--- src/rtl/dcmac_tx_4to2.sv ---
// Narrows 4-segment DCMAC TX beats into 2-segment pairs through one holding register.
// Phase A presents segments 0/1 and phase B presents segments 2/3; short beats end after phase A.
module dcmac_tx_4to2 (
  input  logic         clk,
  input  logic         resetn,
  input  logic [127:0] in0_tdata,
  input  logic [3:0]   in0_tid,
  input  logic [2:0]   in0_tuser,
  input  logic         in0_tlast,
  input  logic [127:0] in1_tdata,
  input  logic [3:0]   in1_tid,
  input  logic [2:0]   in1_tuser,
  input  logic         in1_tlast,
  input  logic [127:0] in2_tdata,
  input  logic [3:0]   in2_tid,
  input  logic [2:0]   in2_tuser,
  input  logic         in2_tlast,
  input  logic [127:0] in3_tdata,
  input  logic [3:0]   in3_tid,
  input  logic [2:0]   in3_tuser,
  input  logic         in3_tlast,
  input  logic         in_tvalid,
  output logic         in_tready,
  output logic [127:0] out0_tdata,
  output logic [3:0]   out0_tid,
  output logic [2:0]   out0_tuser,
  output logic         out0_tlast,
  output logic         out0_tvalid,
  output logic [127:0] out1_tdata,
  output logic [3:0]   out1_tid,
  output logic [2:0]   out1_tuser,
  output logic         out1_tlast,
  output logic         out1_tvalid,
  input  logic         out_tready
);

  typedef enum logic {PH_A, PH_B} phase_t;

  phase_t              phase, phase_nxt;
  logic                h_valid, h_valid_nxt, h_short;
  logic [3:0][127:0]   h_data;
  logic [3:0][3:0]     h_id;
  logic [3:0][2:0]     h_user;
  logic [3:0]          h_last;

  logic in_short, in_a_empty, last_pair, in_fire, out_fire;

  assign in_short   = in0_tlast | in1_tlast | ~in2_tuser[2];
  // Pair A carries no enabled segment: start in phase B, or drop the beat if there is no B pair.
  assign in_a_empty = ~in0_tuser[2] & (in0_tlast | ~in1_tuser[2]);

  assign last_pair  = (phase == PH_B) | h_short;
  assign in_tready  = ~h_valid | (last_pair & out_tready);
  assign in_fire    = in_tvalid & in_tready;
  assign out_fire   = h_valid & out_tready;

  always_comb begin
    h_valid_nxt = h_valid;
    phase_nxt   = phase;
    if (in_fire) begin
      h_valid_nxt = ~(in_a_empty & in_short);
      phase_nxt   = (in_a_empty & ~in_short) ? PH_B : PH_A;
    end else if (out_fire) begin
      if (last_pair) begin
        h_valid_nxt = 1'b0;
        phase_nxt   = PH_A;
      end else begin
        phase_nxt   = PH_B;
      end
    end
  end

  always_ff @(posedge clk or negedge resetn) begin
    if (!resetn) begin
      h_valid <= 1'b0;
      phase   <= PH_A;
    end else begin
      h_valid <= h_valid_nxt;
      phase   <= phase_nxt;
    end
  end

  always_ff @(posedge clk or negedge resetn) begin
    if (!resetn) begin
      h_data  <= '0;
      h_id    <= '0;
      h_user  <= '0;
      h_last  <= '0;
      h_short <= 1'b0;
    end else if (in_fire) begin
      h_data  <= {in3_tdata, in2_tdata, in1_tdata, in0_tdata};
      h_id    <= {in3_tid, in2_tid, in1_tid, in0_tid};
      h_user  <= {in3_tuser, in2_tuser, in1_tuser, in0_tuser};
      h_last  <= {in3_tlast, in2_tlast, in1_tlast, in0_tlast};
      h_short <= in_short;
    end
  end

  // Outputs read only registered state; out1 is blanked after an eop on segment 0.
  always_comb begin
    out0_tdata = '0;
    out0_tid   = '0;
    out0_tuser = '0;
    out0_tlast = 1'b0;
    out1_tdata = '0;
    out1_tid   = '0;
    out1_tuser = '0;
    out1_tlast = 1'b0;
    if (h_valid) begin
      if (phase == PH_A) begin
        out0_tdata = h_data[0];
        out0_tid   = h_id[0];
        out0_tuser = h_user[0];
        out0_tlast = h_last[0];
        if (!h_last[0]) begin
          out1_tdata = h_data[1];
          out1_tid   = h_id[1];
          out1_tuser = h_user[1];
          out1_tlast = h_last[1];
        end
      end else begin
        out0_tdata = h_data[2];
        out0_tid   = h_id[2];
        out0_tuser = h_user[2];
        out0_tlast = h_last[2];
        out1_tdata = h_data[3];
        out1_tid   = h_id[3];
        out1_tuser = h_user[3];
        out1_tlast = h_last[3];
      end
    end
  end

  assign out0_tvalid = h_valid;
  assign out1_tvalid = h_valid;

endmodule
--- config.mk ---
export PLATFORM = sky130hd
export DESIGN_NAME = dcmac_tx_4to2
export DESIGN_NICKNAME = d
export VERILOG_FILES = /design/src/rtl/dcmac_tx_4to2.sv
export SDC_FILE = /design/constraint.sdc
export NUM_CORES = 1
export LEC_CHECK = 0
export ABC_CLOCK_PERIOD_IN_PS = 4860
export BUFFER_PORTS_ARGS = -buffer_cell sky130_fd_sc_hd__buf_2
export CORE_AREA = 2 2 321 323
export CTS_CLUSTER_SIZE = 10
export DETAILED_ROUTE_END_ITERATION = 10
export DIE_AREA = 0 0 323 325
export PLACE_DENSITY = 0.54
export SLEW_MARGIN = 20
export SYNTH_ARGS = -nofsm -noshare
export SYNTH_HDL_FRONTEND = slang
export SYNTH_SLANG_ARGS = --single-unit
--- constraint.sdc ---
create_clock -name clk -period 4.86 [get_ports clk]
set_input_delay 0.243 -clock clk [delete_from_list [all_inputs] [get_ports clk]]
set_output_delay 0.243 -clock clk [all_outputs]
set_load 0.05 [all_outputs]
Yosys cells after proc, flatten, opt, wreduce, memory -nomap -nowiden
Cells that the tools add are included.

word-level totals
  register bits after elaboration = 547
  latch bits = 0
  RAM bits = 0
  bits in read-only memories = 0
  output and inout bits = 275
  memories = 0

cells by class
  add/sub/neg operators = 0
  multiply operators = 0
  divide/modulo/power cells = 0
  $lt $le $gt $ge = 0
  equal/unequal tests = 0
  shift-type cells = 0
  muxes and demuxes = 27
  bitwise operators = 17
  reduce and logical (&&, ||, !) cells = 3

operator list
  operator             count
  128-bit two-way mux  5
  4-bit two-way mux    5
  3-bit two-way mux    5
  1-bit two-way mux    12
  1-bit bitwise AND    6
  1-bit inverter       6
  1-bit bitwise OR     5
  2-bit nonzero test   2
  2-bit AND reduction  1

Logic depth before layout (Yosys ltp)
Gate-level depths: netlist of the first run.

  depth after elaboration = 6
  gate-level depth with buffers = 7

Worst setup path before layout of the first run
Ideal clock, no wire load.

  path kind = register -> output
  start = register h_valid (netlist: out0_tvalid)
  end = output port out0_tdata[100]
  data arrival time = 1.954 ns
  path slack = 2.663 ns
  stages on the path, launching flop included = 5
  buffers on the path = 2
  cell sequence = dfrtp_1 -> inv_1 -> clkbuf_1 -> buf_1 -> nor2_1

between the ends
  word-level cells in the longest chain between the ends = 1

RTL lines
  element                 line  source
  from (decl)             40    logic h_valid, h_valid_nxt, h_short;
  from (signal assigned)  78    h_valid <= h_valid_nxt;
  128-bit two-way mux     109   if (h_valid) begin
  to (decl)               24    output logic [127:0] out0_tdata,

No other way between the ends.

Worst setup path in the final report of the first run
  start = register phase
  end = output port out1_tdata[40]

between the ends
  word-level cells in the longest chain between the ends = 2

RTL lines
  element                 line  source
  from (decl)             39    phase_t phase, phase_nxt;
  from (signal assigned)  79    phase <= phase_nxt;
  128-bit two-way mux     110   if (phase == PH_A) begin
  128-bit two-way mux     109
  to (decl)               29    output logic [127:0] out1_tdata,

No other way between the ends.

==> results.md, run 1 <==
- Drt drc: 0
- Via density: 4.31
- Crit path launch type: register
- Ys Warns: 0
- Hold Crit Class: in -> async
- Worst-path clk slew: 0.05 ns
- PD cells: 419 nW/um^2
- CP max-delay cell: dfrtp_4
- Chip height: 325 um
- Max cap viols: 0
- Number of flops mapped to enable cells by yosys: 0
- Static Leakage: 16.7 nW
- Final-stage net count: 3672
- Max stage delay on crit path: 0.72 ns
- First-pass GRT wire length: 125 mm
- Unrepaired setup endpoints after global routing: no
- Post-Route Utilization: 36.6%
- Hold_buf cts: 547
- Layout overhead on the synthesized area: 52.9%
- Buf/Inv on CP: 2
- Count leader, synth: dfrtp_1
- Largest cells by area after synthesis: dfrtp_1 56%, mux2_2 23%, mux2i_1 5.6%
- PostCTS Resize Cnt: 0
- Syn_nets: 2340
- Cts bufs inserted: 68
- Number of global-route vias before repair: 21256
- CTS tree: yes
- Htree depth: 3
- Core area: 101000 um^2
- Status: finished, final reports clean
- WL final: 82.4 mm
- Top FF cell, synth: dfrtp_1
- Distinct cells, synth: 22
- Final min period: 3.59 ns
- IO buf count: 822
- Setup Viol. Count Final: 0
- Critical Path, Cell by Cell: nor2_4 > buf_12 > a22oi_1 > nor2_1 > buf_2
- Initial Util: 23.9%
- Flops & latches, synth: 547
- Mapped Avg Cell Area: 13.5 um^2
- Largest net degree at the start of global routing: 156
- Mapped Area: 24200 um^2
- Async SR Flop Fraction: 100%
- CTS max path bufs: 3
- Sink Count: 547
- Share of cells above drive strength 1: 45.5%
- Worst EP arrival: 3.34 ns
- Initial drt markers: 848
- Skew-Pair Late Insertion Delay: 0.63 ns
- Clock Skews: 0.0183 ns
- Vias: 19492
- DIE WIDTH: 323 um
- Fin crit share: 73.8%
- Worst setup EP type: primary output
- Routed Antenna Nets: 0
- Final Hold Fails: 0
- Setup Crit Path Kind: reg -> out
- CP delay by family, top: flip-flops
- Rows: 117
- Slew HR: 3.65%
- Final GP Congestion: 0.788
- Setup tns final: 0 ns
- CTS root buf: clkbuf_16
- Most frequent cells after synthesis: 547 x dfrtp_1, 491 x mux2_2, 278 x nor2_1
- Area leader, netlist: dfrtp_1
- Seq/Total Area, Yosys: 56.5%
- Post-synth top area share: 56.5%
- Setup Fix Bufs, Post-CTS: 0
- Cells after Synth: 1792
- CP required: 4.62 ns
- Antenna violations before repair: 10
- DP Wirelength: 55.9 mm
- Worst slew pin tran: 1.45 ns
- Total global routing track utilization: 15.3%
- Worst Path Max Fanout: 135
- Final slew viol count: 0
- Grt total ovfl: 0
- First drt pass iteration count: 4
- FMAX: 279 MHz
- Peak supply drop: 0.297 mV
- DIE AREA: 105000 um^2
- I/O pin total: 823
- WL per Instance: 18.2 um
final timing paths:
path / from / endpoint / slack (ns) / cells after the start
max: phase / out1_tdata[40] / 1.27 / 5
min: resetn / h_data[284] / 0.29 / 2
max reg2reg: phase / h_data[442] / 1.85 / 4
min reg2reg: h_data[118] / h_data[118] / 0.48 / 1
max in group asynchronous: resetn / h_data[410] / 3.33 / 3
min in group clk: in0_tid[3] / h_id[3] / 0.37 / 3
placed cells by master (no fill, tap or decap), types with 3 or more instances in the layout:
| master | count |
|---|---|
| a21oi_1 | 3 |
| a22oi_1 | 135 |
| buf_12 | 12 |
| buf_2 | 821 |
| buf_4 | 17 |
| clkbuf_1 | 9 |
| clkbuf_16 | 68 |
| clkbuf_8 | 7 |
| clkinv_2 | 3 |
| dfrtp_1 | 546 |
| diode_2 | 7 |
| dlygate4sd3_1 | 547 |
| inv_16 | 4 |
| mux2_1 | 53 |
| mux2_2 | 491 |
| mux2i_1 | 136 |
| nor2_1 | 277 |
power by group:
part           switching [W]  internal, W  total [W]
sequential          0.000513      0.00543    0.00595
combinational        0.00301      0.00185    0.00487
clock                0.00204      0.00268    0.00472
total                0.00556      0.00997     0.0155
worst register-to-register path, stage by stage, from the launching register on:
cell and delay [ns]:
dfrtp_4 0.83, o21ai_1 0.25, a21boi_4 0.48, buf_12 0.49
mux2_2 0.85
kinds of logic (layout without fill, tap and decap cells):
logic type	after synthesis	count (layout)	synth area share (%)
multiplexers	680	680	30.9
AO/OA/AOI/OAI	143	143	4.39
AND/OR/NAND/NOR	284	284	4.45
buffers and inverters	138	1496	3.79
other	0	7	0
flip-flops	547	547	56.5
final cells by class:
cell class              count  area (um^2)
clock inverters            12          188
well taps                1368         1710
clock buffers              84         1830
diodes                      7         17.5
inverters                   2         15.0
flip-flops and latches    547        13700
multi-input cells        1107         9650
fillers                  9925        64200
repair buffers           1398         9970
registers in the layout, summed over array words and instances, names as in the netlist:
name / count
h_last: 4
h_data: 512
h_short: 1
phase: 1
out0_tvalid: 1
h_id: 16
h_user: 12
routing by layer:
layer  routed length, um  share of wire (%)  GRT usage (%)  vias to the layer above
li1                    -                  -              -                     9014
met1               32100                 39           17.5                     9707
met2               41900                 51           27.2                      626
met3                5260                6.4           3.70                      139
met4                3080                3.7           6.19                        6
met5                  41              0.050              0                        -
through the flow:
| stage | instance area [um^2] | std cells | setup slack (ns) | hold WS (ns) | total power [W] |
|---|---|---|---|---|---|
| 2_1_floorplan | 24200 | 1792 | 2.66 | -0.0526 | 0.00918 |
| 4_1_cts | 37100 | 4518 | 1.31 | 0.252 | 0.0157 |
| 3_3_place_gp | 29600 | 3875 | 1.91 | 0.365 | 0.0105 |
| 3_5_place_dp | 29600 | 3875 | 1.92 | 0.363 | 0.0105 |
| 5_1_grt | 37100 | 4525 | 1.26 | 0.315 | 0.0163 |
| 6_report | 37100 | 4525 | 1.27 | 0.285 | 0.0155 |
Note: power is estimated with default switching activity, not from simulation.
==> run 2, diff against run 1 <==
==> config.mk (replaced) <==
export PLATFORM = sky130hd
export DESIGN_NAME = dcmac_tx_4to2
export DESIGN_NICKNAME = d
export VERILOG_FILES = /design/src/rtl/dcmac_tx_4to2.sv
export SDC_FILE = /design/constraint.sdc
export NUM_CORES = 1
export LEC_CHECK = 0
export ABC_AREA = 1
export ABC_CLOCK_PERIOD_IN_PS = 3600
export BUFFER_PORTS_ARGS = -buffer_cell sky130_fd_sc_hd__buf_2
export CORE_AREA = 2 2 319 321
export CTS_CLUSTER_SIZE = 10
export DETAILED_ROUTE_END_ITERATION = 10
export DIE_AREA = 0 0 321 323
export PLACE_DENSITY = 0.55
export SLEW_MARGIN = 20
export SYNTH_ARGS = -nofsm -noshare
export SYNTH_HDL_FRONTEND = slang
export SYNTH_SLANG_ARGS = --single-unit
==> constraint.sdc (replaced) <==
create_clock -name clk -period 3.6 [get_ports clk]
set_input_delay 0.18 -clock clk [delete_from_list [all_inputs] [get_ports clk]]
set_output_delay 0.18 -clock clk [all_outputs]
set_load 0.05 [all_outputs]
==> results.md, run 2 <==
- Status: finished, final reports clean
- Chip height: 323 um (-0.62%)
- Top flop regs: h_data: 512 flops, h_id: 16 flops, h_user: 12 flops
- Fin crit share: 84.8%
- Crit path launch type: register
- CP max-delay cell: nor2_4
- Final-stage net count: 5072 (+38%)
- Worst slew pin tran: 1.08 ns (-0.363 ns)
- Final Hold Fails: 0 (unchanged)
- Largest net degree at the start of global routing: 165 (+5.8%)
- Setup Fix Bufs, Post-CTS: 0 (unchanged)
- CTS tree: yes
- Seq/Total Area, Yosys: 54.7% (-1.7 points)
- WL per Instance: 15.9 um (-13%)
- Clock Skews: 0.0121 ns (-0.00615 ns)
- Count leader, synth: nand2_1
- PD cells: 904 nW/um^2 (+120%)
- Routed Antenna Nets: 0 (unchanged)
- First-pass GRT wire length: 142 mm (+14%)
- Mapped Area: 25000 um^2 (+3.2%)
- Number of global-route vias before repair: 25103 (+18%)
- First drt pass iteration count: 6 (+2)
- DP Wirelength: 63.4 mm (+13%)
- Sink Count: 547 (unchanged)
- Unrepaired setup endpoints after global routing: no
- Post-synth top area share: 54.7% (-1.7 points)
- Final GP Congestion: 0.871 (+11%)
- DIE WIDTH: 321 um (-0.62%)
- Reg2Reg Setup Slack: 1.11 ns (-0.74 ns)
- Worst Reg-to-Reg Cells: 6 (+2)
- DP Area: 30500 um^2 (+3.4%)
- Worst-path clk slew: 0.06 ns (about the same)
- Vias: 25241 (+29%)
- Commonest non-fill, non-tap cells in the layout: 821 x nand2_1, 821 x buf_2, 649 x o21ai_0
- Post-route cell area: 38200 um^2 (+3.1%)
- Most frequent cells after synthesis: 821 x nand2_1, 649 x o21ai_0, 547 x dfrtp_1, 547 x inv_1, 275 x nor2_1
- Top FF cell, synth: dfrtp_1
- Setup Viol. Count Final: 0 (unchanged)
- Final slew viol count: 0 (unchanged)
- Static Leakage: 20.3 nW (+22%)
- Cells after Synth: 3229 (+80%)
- Critical R2R Launch: phase
- Max cap viols: 0 (unchanged)
- Final min period: 3.05 ns
- Share of cells above drive strength 1: 21.7% (-24 points)
- Number of flops mapped to enable cells by yosys: 0 (unchanged)
- Largest cells by area after synthesis: dfrtp_1 55%, o21ai_0 13%, nand2_1 12%
- Initial drt markers: 1561 (+84%)
- Hold Crit Class: in -> async
- WL final: 93.7 mm (+14%)
- Worst setup path endpoint: out1_tdata[112]
- Worst Path Max Fanout: 27 (-80%)
- Buf/Inv on CP: 2 (unchanged)
- Skew-Pair Late Insertion Delay: 0.63 ns (about the same)
- Flops & latches, synth: 547 (unchanged)
- Via density: 4.29 (-0.43%)
- Max FFs per register: 512 (unchanged)
- Htree depth: 3 (unchanged)
- Reg with most FFs: h_data
- Core area: 101000 um^2 (-0.58%)
- CP required: 3.42 ns (-1.20 ns)
- Grt met3 use: 4.16% (+0.46 points)
- I/O pin total: 823 (unchanged)
- Peak supply drop: 0.572 mV (+92%)
- GR Layer Usage met1: 21.3% (+3.9 points)
- Async SR Flop Fraction: 100% (unchanged)
- Total global routing track utilization: 17.5% (+2.2 points)
- DIE AREA: 104000 um^2 (-1.2%)
- CTS root buf: clkbuf_16
- Ys Warns: 0 (unchanged)
- GRT busiest layer: met2
- Slew HR: 27.9% (+24 points)
- CP delay by family, top: buffers and inverters
- Drt drc: 0 (unchanged)
- Critical Path Start: phase
- Max stage delay on crit path: 0.57 ns (-0.15 ns)
- Critical Path, Cell by Cell: nor2_4 > buf_4 > nand2_1 > a21oi_1 > buf_2
- Layout overhead on the synthesized area: 52.9% (about the same)
- Area leader, netlist: dfrtp_1
- Mapped Avg Cell Area: 7.74 um^2 (-43%)
- Met2 Track Usage GR: 28.0% (+0.79 points)
- Setup Crit Path Kind: reg -> out
- Rows: 117 (unchanged)
- FMAX: 327 MHz
- Worst setup EP type: primary output
- Syn_nets: 3777 (+61%)
- Cts bufs inserted: 70 (+2.9%)
- RR Endpoint: h_data[23]
- Antenna violations before repair: 14 (+4)
- CTS max path bufs: 3 (unchanged)
- Setup tns final: 0 ns (unchanged)
- IO buf count: 822 (unchanged)
- Levels on crit path: 5 (unchanged)
- Worst EP arrival: 2.87 ns (-0.47 ns)
- Initial Util: 24.8% (+0.90 points)
- Grt total ovfl: 0 (unchanged)
- Distinct cells, synth: 16 (-27%)
run 2: cells by family (layout without fill, tap and decap cells):
family | count (synthesis) | in the layout | share of synthesized area (%)
AO/OA/AOI/OAI | 819 | 819 | 16.4
flip-flops | 547 | 547 | 54.7
buffers and inverters | 760 | 2095 | 12.3
AND/OR/NAND/NOR | 1103 | 1103 | 16.6
other | 0 | 12 | 0
run 2: metrics by stage:
stage / setup WS, ns / total power (W) / std cells / hold slack [ns] / util [%]
floorplan: 1.37 / 0.0223 / 3229 / -0.116 / -
global placement: 1.18 / 0.0272 / 5213 / 0.310 / 30.3
detailed placement: 1.09 / 0.0273 / 5213 / 0.314 / 30.3
CTS: 0.451 / 0.0348 / 5873 / 0.198 / 37.9
global route: 0.403 / 0.0368 / 5885 / 0.271 / 38.0
finish: 0.546 / 0.0346 / 5885 / 0.222 / 38.0
run 2: final cells by class:
type	count	area, um^2
antenna	12	30.0
clock buffer	98	1990
clock inverter	14	176
fill	10292	62500
inverter	549	2070
multi-input combinational	1922	8270
sequential	547	13700
tap	1309	1640
timing repair buffer	1434	10400
run 2: worst min path at each step:
stage	start	end	slack, ns
3_3_place_gp	resetn	h_data[254]	0.31
6_report	resetn	h_data[254]	0.22
5_1_grt	resetn	h_data[254]	0.27
4_1_cts	resetn	h_data[254]	0.20
2_1_floorplan	resetn	h_data[0]	-0.12
3_5_place_dp	resetn	h_data[254]	0.31
run 2: what timing repair did:
item	4_1_cts	5_1_grt
endpoints found under the hold margin	623	0
gates resized for setup	0	0
hold buffers	548	0
run 2: per-layer routing:
metal	vias to the layer above	routed length (um)
met5	-	19
met4	4	5570
met3	258	6300
met2	932	43300
met1	11581	38500
li1	12466	-
run 2: report_power, final:
| part | switching (W) | total, W | internal (W) | leakage [nW] |
|---|---|---|---|---|
| clock network | 0.00280 | 0.00679 | 0.00399 | 1.07 |
| registers | 0.00169 | 0.0107 | 0.00905 | 6.74 |
| logic | 0.0127 | 0.0170 | 0.00434 | 12.5 |
| total | 0.0172 | 0.0346 | 0.0174 | 20.3 |
==> run 3, diff against run 2 <==
--- a/config.mk
+++ b/config.mk
@@ -6,13 +6,13 @@
 export NUM_CORES = 1
 export LEC_CHECK = 0
 export ABC_AREA = 1
-export ABC_CLOCK_PERIOD_IN_PS = 3600
+export ABC_CLOCK_PERIOD_IN_PS = 2600
 export BUFFER_PORTS_ARGS = -buffer_cell sky130_fd_sc_hd__buf_2
-export CORE_AREA = 2 2 319 321
+export CORE_AREA = 2 2 317 319
 export CTS_CLUSTER_SIZE = 10
 export DETAILED_ROUTE_END_ITERATION = 10
-export DIE_AREA = 0 0 321 323
-export PLACE_DENSITY = 0.55
+export DIE_AREA = 0 0 319 321
+export PLACE_DENSITY = 0.57
 export SLEW_MARGIN = 20
 export SYNTH_ARGS = -nofsm -noshare
 export SYNTH_HDL_FRONTEND = slang
==> constraint.sdc (replaced) <==
create_clock -name clk -period 2.6 [get_ports clk]
set_input_delay 0.13 -clock clk [delete_from_list [all_inputs] [get_ports clk]]
set_output_delay 0.13 -clock clk [all_outputs]
set_load 0.05 [all_outputs]
==> results.md, run 3 (synthesized netlist as in run 2, its figures left out) <==
- Switching Share: 49.8% (+0.078 points)
- Worst slew pin tran: 0.568 ns (-0.514 ns)
- Antenna violations before repair: 11 (-3)
- Final slew viol count: 0 (unchanged)
- Reg with most FFs: h_data
- Core area: 99300 um^2 (-1.4%)
- Chip height: 321 um (-0.62%)
- Sequential share of power: 31.0% (about the same)
- Hold Path Depth: 4
- Max cap viols: 0 (unchanged)
- Commonest non-fill, non-tap cells in the layout: 821 x nand2_1, 800 x buf_2, 649 x o21ai_0
- Final-stage net count: 5101 (+0.57%)
- Worst EP arrival: 2.36 ns (-0.51 ns)
- Final min period: 2.49 ns
- CP required: 2.47 ns (-0.95 ns)
- DIE WIDTH: 319 um (-0.62%)
- Max stage delay on crit path: 0.52 ns (-0.05 ns)
- DIE AREA: 102000 um^2 (-1.2%)
- WL per Instance: 16.3 um (+2.3%)
- GRT busiest layer: met2
- Largest net degree at the start of global routing: 116 (-30%)
- GR Layer Usage met1: 22.3% (+0.98 points)
- Drt drc: 0 (unchanged)
- Worst Path Max Fanout: 31 (+15%)
- Setup Viol. Count Final: 0 (unchanged)
- Total global routing track utilization: 18.1% (+0.59 points)
- Fin crit share: 95.8%
- Crit path launch type: register
- Skew-Pair Late Insertion Delay: 0.61 ns (-0.02 ns)
- I/O pin total: 823 (unchanged)
- Unrepaired setup endpoints after global routing: no
- Peak supply drop: 0.854 mV (+49%)
- CTS max path bufs: 3 (unchanged)
- Clock Power Share: 18.0% (-1.7 points)
- Setup Crit Path Kind: reg -> out
- Status: finished, final reports clean
- CP max-delay cell: dfrtp_4
- Post-Route Utilization: 38.7% (+0.72 points)
- Initial Util: 25.2% (+0.36 points)
- Critical Path, Cell by Cell: inv_4 > buf_12 > buf_12 > nor2_1 > nor2_1 > buf_2
- Number of global-route vias before repair: 26029 (+3.7%)
- PD cells: 1250 nW/um^2 (+38%)
- Slew HR: 62.0% (+34 points)
- Sink Count: 547 (unchanged)
- Final Hold Fails: 0 (unchanged)
- Pre-CTS setup slack: 0.559 ns (-0.532 ns)
- Layout overhead on the synthesized area: 53.6%
- Fin Hold WS: 0.295 ns (+0.0732 ns)
- Hold Crit Class: in -> reg
- CTS root buf: clkbuf_16
- CTS tree: yes
- Setup slack after layout: 0.110 ns (-0.435 ns)
- Static Leakage: 20.4 nW (+0.36%)
- First-pass GRT wire length: 146 mm (+2.8%)
- FMAX: 402 MHz
- Max FFs per register: 512 (unchanged)
- Worst setup EP type: primary output
- Levels on crit path: 6 (+1)
- Worst-path clk slew: 0.06 ns (about the same)
- Buf/Inv on CP: 4 (+2)
- Clock Skews: 0.0151 ns (+0.00302 ns)
- Logic gate share of total power: 51.1% (+1.8 points)
- Final GP Congestion: 0.880 (+0.93%)
- Cts bufs inserted: 67 (-4.3%)
- Setup tns final: 0 ns (unchanged)
- Grt total ovfl: 0 (unchanged)
- Via density: 4.37 (+1.8%)
- Psw: 0.0239 W (+39%)
- IO buf count: 822 (unchanged)
- Top flop regs: h_data: 512 flops, h_id: 16 flops, h_user: 12 flops
- DP Wirelength: 64.9 mm (+2.3%)
- CP delay by family, top: buffers and inverters
- Routed Antenna Nets: 0 (unchanged)
- Initial drt markers: 1846 (+18%)
- Htree depth: 3 (unchanged)
- Vias: 25702 (+1.8%)
- WL final: 95.9 mm (+2.3%)
- First drt pass iteration count: 6 (unchanged)
- Share of cells above drive strength 1: 22.0% (+0.30 points)
- Commonest non-fill, non-tap cell in the layout: nand2_1
- Met2 Track Usage GR: 30.3% (+2.2 points)
- Internal: 0.0241 W (+39%)
- Grt met3 use: 4.10% (-0.058 points)
- Rows: 116 (-0.85%)
- Worst Reg-to-Reg Cells: 6 (unchanged)
run 3: cell types whose count changed in the layout (fill, tap and decap cells not counted), moves of 3 or more:
cell | previous run | this run
buf_4 | 42 | 74
buf_2 | 821 | 800
clkbuf_4 | 0 | 7
clkbuf_8 | 11 | 4
buf_6 | 0 | 6
clkinv_2 | 6 | 1
diode_2 | 12 | 9
inv_16 | 3 | 0
run 3: power by group through the flow:
stage	logic, W	clock network, W	registers (W)
CTS	0.0242	0.00887	0.0148
floorplan	0.0168	0	0.0142
detailed placement	0.0233	0	0.0149
global route	0.0264	0.00925	0.0154
global placement	0.0231	0	0.0148
finish	0.0245	0.00861	0.0148
run 3: metal layers:
layer	vias up	share of wire, %
met2	1022	47
met4	2	4.6
met3	255	6.5
li1	12522	-
met5	-	0.014
met1	11901	41
run 3: tightest hold or removal path: stages:
cell and delay, ns:
dlygate4sd3_1 0.53, buf_2 0.12, inv_1 0.04, o21ai_1 0.05
run 3: stage by stage:
step | cell area (um^2) | total power (W) | instances
6_report | 38400 | 0.0480 | 5886
5_1_grt | 38400 | 0.0510 | 5884
4_1_cts | 38300 | 0.0479 | 5874
3_5_place_dp | 30800 | 0.0382 | 5228
3_3_place_gp | 30800 | 0.0380 | 5228
2_1_floorplan | 25000 | 0.0309 | 3229
run 3: layout make-up:
| type | instances | area (um^2) |
|---|---|---|
| fillers | 10030 | 60900 |
| well taps | 1298 | 1620 |
| flip-flops and latches | 547 | 13700 |
| clock buffers | 86 | 1790 |
| clock inverters | 9 | 133 |
| repair buffers | 1466 | 10800 |
| diodes | 9 | 22.5 |
| inverters | 549 | 2070 |
| multi-input cells | 1922 | 8280 |
run 3: worst paths after layout:
path / startpoint / to / slack [ns]
worst max-delay path: phase / out0_tdata[69] / 0.11
worst min register to register: h_data[22] / h_data[22] / 0.48
max in group asynchronous: resetn / h_data[166] / 0.73
worst max register to register: out0_tvalid / h_data[165] / 0.56
worst min-delay path: in0_tdata[49] / h_data[49] / 0.30
min in group asynchronous: resetn / h_data[446] / 0.59
run 3: timing repair:
| item | CTS | global route |
|---|---|---|
| cloned | 1 | 2 |
| endpoints found under the hold margin | 855 | 0 |
| buffers inserted | 0 | 1 |
| hold buffers | 550 | 0 |
| gates resized for setup | 20 | 12 |
| setup endpoints to repair | 37 | 82 |
